[config.mk]
export PLATFORM = sky130hd
export DESIGN_NAME = bch_encoder_serial
export DESIGN_NICKNAME = d
export VERILOG_FILES = /design/src/rtl/bch_encoder_serial.sv
export SDC_FILE = /design/constraint.sdc
export NUM_CORES = 1
export LEC_CHECK = 0
export ABC_AREA = 1
export CAP_MARGIN = 40
export CORE_UTILIZATION = 55
export DETAILED_ROUTE_END_ITERATION = 10
export GPL_ROUTABILITY_DRIVEN = 0
export PLACE_DENSITY = 0.84
export SYNTH_ARGS = -nofsm -noshare
export SYNTH_HDL_FRONTEND = slang
export SYNTH_SLANG_ARGS = --single-unit
[constraint.sdc]
create_clock -name clk -period 3.1 [get_ports clk]
set_input_delay 0.465 -clock clk [delete_from_list [all_inputs] [get_ports clk]]
set_output_delay 0.465 -clock clk [all_outputs]
set_load 0.01 [all_outputs]
[src/rtl/bch_encoder_serial.sv]
// Systematic BCH(15,7) t=2 encoder: bit-serial LFSR division of m(x)*x^8 by g(x),
// one message bit per clock, with valid/ready handshakes on both sides.
module bch_encoder_serial #(
    parameter logic [8:0] GEN_POLY = 9'h1D1,
    parameter int         MSG_W    = 7,
    parameter int         CW_W     = 15
) (
    input  logic             clk,
    input  logic             rst,
    input  logic             in_valid,
    output logic             in_ready,
    input  logic [MSG_W-1:0] in_msg,
    output logic             out_valid,
    input  logic             out_ready,
    output logic [CW_W-1:0]  codeword,
    output logic             busy
);
    localparam int         PAR_W = CW_W - MSG_W;
    localparam logic [2:0] LAST  = 3'(MSG_W - 1);

    typedef enum logic [1:0] {IDLE, SHIFT, HOLD} state_t;

    state_t             state, state_nxt;
    logic [MSG_W-1:0]   msg_reg;
    logic [PAR_W-1:0]   lfsr, lfsr_nxt;
    logic [2:0]         cnt;
    logic               fb, accept;

    // MSB-first division: the message bit enters at the top of the register
    assign fb       = msg_reg[LAST - cnt] ^ lfsr[PAR_W-1];
    assign lfsr_nxt = {lfsr[PAR_W-2:0], 1'b0} ^ (fb ? GEN_POLY[PAR_W-1:0] : '0);
    assign accept   = in_valid & in_ready;
    assign busy     = (state != IDLE);

    always_comb begin
        state_nxt = state;
        in_ready  = 1'b0;
        out_valid = 1'b0;
        case (state)
            IDLE: begin
                in_ready = 1'b1;
                if (in_valid) state_nxt = SHIFT;
            end
            SHIFT: begin
                if (cnt == LAST) state_nxt = HOLD;
            end
            HOLD: begin
                out_valid = 1'b1;
                // a new message may enter on the same edge the codeword leaves
                in_ready  = out_ready;
                if (out_ready) state_nxt = in_valid ? SHIFT : IDLE;
            end
            default: state_nxt = IDLE;
        endcase
    end

    always_ff @(posedge clk) begin
        if (rst) begin
            state    <= IDLE;
            msg_reg  <= '0;
            lfsr     <= '0;
            cnt      <= '0;
            codeword <= '0;
        end else begin
            state <= state_nxt;
            if (accept) begin
                msg_reg <= in_msg;
                lfsr    <= '0;
                cnt     <= '0;
            end else if (state == SHIFT) begin
                lfsr <= lfsr_nxt;
                cnt  <= (cnt == LAST) ? 3'd0 : cnt + 3'd1;
                if (cnt == LAST) codeword <= {msg_reg, lfsr_nxt};
            end
        end
    end

endmodule

==> flow_summary_export.csv <==
group,metric,value,unit
drt,antenna_left,0,
floorplanning,start_util,60.48,%
sta,hold_viol,0,
finish,layout_common_cells,"dfxtp_1 (35), nand2_1 (30), inv_1 (28), clkdlybuf4s50_1 (28)",
clock_network,holdBufCountCts,0,
power_and_ir_drop,powerDensity,451.6,mW/mm2
worst_setup_path,crit_top_cell,"clkdlybuf4s50_1",
floorplanning,ios,29,
grt,track_usage,26.28,%
sta,worstMarginPinSlew,0.4168,ns
synthesis,synth.avg_cell_area,7.803,um2
finish,nets,242,
synthesis,syn_nets,213,
worst_setup_path,cp_max_fo,2,
worst_setup_path,critPathRequiredTime,2.63,ns
synthesis,synth_compound_area_share,16.60,%
clock_network,htreeDepth,2,
grt,grt_pass1_wl,5430,um
worst_setup_path,crit_chain,"clkdlybuf4s50_1, inv_1, a21oi_1, clkdlybuf4s50_1",
finish,areaGrowthSynthToFinish,22.64,%
grt,grt_pass1_vias,1268,
place,pre_cts_ws,0.8627,ns
hold_path,hold_depth,2,
floorplanning,die_area,0.003040,mm2
sta,setup_viol_count_final,0,
worst_setup_path,crit_slowest_cell,"clkdlybuf4s50_1",
drt,drc,0,
grt,grt_max_degree,28,
grt,grt-ovfl-total,0,
place,post-dp-hpwl,2446,um
clock_network,cts_root_buffer,"clkbuf_4",
synthesis,ys_warn_count,0,
synthesis,synth.area.mux_share,0,%
floorplanning,die_y,55.14,um
grt,antenna_found_initial,0,
hold_path,hold_end,"lfsr[5]",
synthesis,synth-xor-area-share,1.128,%
clock_network,cts_setup_buffers,0,
hold_path,worstHoldStart,"lfsr[4]",
power_and_ir_drop,power,0.8600,mW
worst_setup_path,max_stage_delay,0.57,ns
job,cap_violations,0,
worst_setup_path,critPathKind,"input pin to output port",
worst_setup_path,cp.arrival,1.75,ns
worst_setup_path,start_kind,"input pin",
sta,skew,0.005578,ns
power_and_ir_drop,ir_drop,0.0004147,V
worst_setup_path,worstSetupEndpointType,"output port",
sta,final_max_slew_viol_count,0,
synthesis,synth_area_leaders,"dfxtp_1 (45%), a21oi_1 (7.4%), nand2_1 (7.3%), inv_1 (6.8%), nor2_1 (5.6%)",
clock_network,cts.clk_slew.worst_paths,0.10,ns
synthesis,synth_cell_type_count,22,
floorplanning,coreArea,0.002567,mm2
power_and_ir_drop,p_leak,0.8228,nW
clock_network,numCtsBuffers,5,
clock_network,cts_tree,"built",
synthesis,synth_seq_area_share,45.12,%
clock_network,postCtsResizedCells,0,
hold_path,min_path_type,"register to register",
finish,n_antenna_cell,0,
drt,firstDrtPassIters,4,
worst_setup_path,rr_startpoint,"cnt[0]",
place,numPortBuffers,28,
drt,vias,1385,
sta,finalSetupTns,0,ns
finish,final_common_cell,"dfxtp_1",
worst_setup_path,reg2reg_depth,10,
synthesis,synth_top_family_by_area,"simple AND/OR/NAND/NOR gates",
synthesis,ys_seq_elements,35,
drt,routed_via_density,5.347,
worst_setup_path,r2r_end,"lfsr[7]",
clock_network,cts.sinks,35,
sta,worst_slack,0.8815,ns
synthesis,synth_top_area_cell,"dfxtp_1",
sta,final.min_clock_period,2.218,ns
synthesis,synth_adder_area_share,2.417,%
sta,max_freq,450.8,MHz
sta,rsz0062_at_grt,"false",
clock_network,clk_path_buf_depth,2,
finish,drive_above_1_share,11.79,%
outcome,status,"completed",
drt,routed_wl,3473,um
floorplanning,die_w,55.14,um
floorplanning,rows,18,
synthesis,synth-simple-area-share,24.50,%
synthesis,yosysTopAreaCellShare,45.12,%
drt,avgRoutedWirePerCell,13.41,um
synthesis,syn-cell-area,0.001553,mm2
clock_network,clkLatencyLatePin,0.34,ns
drt,first_iter_violations,44,
sta,finalCritPeriodShare,71.56,%
synthesis,synthCells,199,
finish,largest_reg_flops,15,
sta,relSlewSlack,72.14,%
worst_setup_path,reg2reg_slack,1.27,ns
[area by class of cell]
class / instances / area [um2]
flip-flops and latches: 35 / 700.7
multi-input cells: 126 / 693.2
fillers: 195 / 663.1
repair buffers: 29 / 287.8
inverters: 31 / 116.4
clock buffers: 8 / 68.82
well taps: 30 / 37.54
[metal layers]
metal / up-vias / global-route usage, % / share of wire, %
met4: 0 / 15.42 / 3.0
li1: 689 / - / -
met2: 45 / 45.18 / 50
met1: 638 / 29.24 / 43
met5: - / 0 / 0
met3: 13 / 6.284 / 4.7
[kinds of logic (layout without fill, tap and decap cells)]
| kind of cell | count (synthesis) | count (layout) |
|---|---|---|
| AND/OR/NAND/NOR | 77 | 77 |
| AO/OA/AOI/OAI | 44 | 44 |
| buffers and inverters | 38 | 68 |
| flip-flops | 35 | 35 |
| adder cells (fa/ha/maj) | 3 | 3 |
| XOR/XNOR | 2 | 2 |
[power breakdown]
group / switching [mW] / total, mW / internal, mW
Combinational: 0.0668 / 0.106 / 0.0396
Sequential: 0.00801 / 0.471 / 0.463
Clock: 0.149 / 0.283 / 0.133
Total: 0.224 / 0.860 / 0.636
[critical path, delay by kind of cell]
family | cells | cell delay [ns]
AOI/OAI and AO/OA | 1 | 0.21
buffers and inverters | 3 | 1.08
[stage by stage]
stage / util, % / std cells / hold WS [ns] / area [um2]
after floorplan: - / 199 / 0.4427 / 1553
after global placement: 71.49 / 251 / 0.4488 / 1836
after detailed placement: 71.49 / 251 / 0.4572 / 1836
after CTS: 74.17 / 259 / 0.4717 / 1904
after global routing: 74.17 / 259 / 0.4943 / 1904
final: 74.17 / 259 / 0.4731 / 1904
[worst max-delay path by stage]
stage | slack [ns] | endpoint | startpoint
2_1_floorplan | 1.52 | lfsr[6] | cnt[0]
3_3_place_gp | 0.93 | in_ready | out_ready
3_5_place_dp | 0.86 | lfsr[0] | out_ready
4_1_cts | 0.88 | in_ready | out_ready
5_1_grt | 0.84 | in_ready | out_ready
6_report | 0.88 | in_ready | out_ready
[cells in the mapped netlist (all sizes together)]
| cell | n |
|---|---|
| nand3 | 16 |
| inv | 31 |
| a21oi | 23 |
| o21ai | 16 |
| nand2 | 36 |
| xnor2 | 1 |
| xor2 | 1 |
| a211oi | 5 |
| nor2 | 25 |
| buf | 4 |
| ha | 3 |
| clkbuf | 3 |
| dfxtp | 35 |
Power figures use the tool's default switching activity.
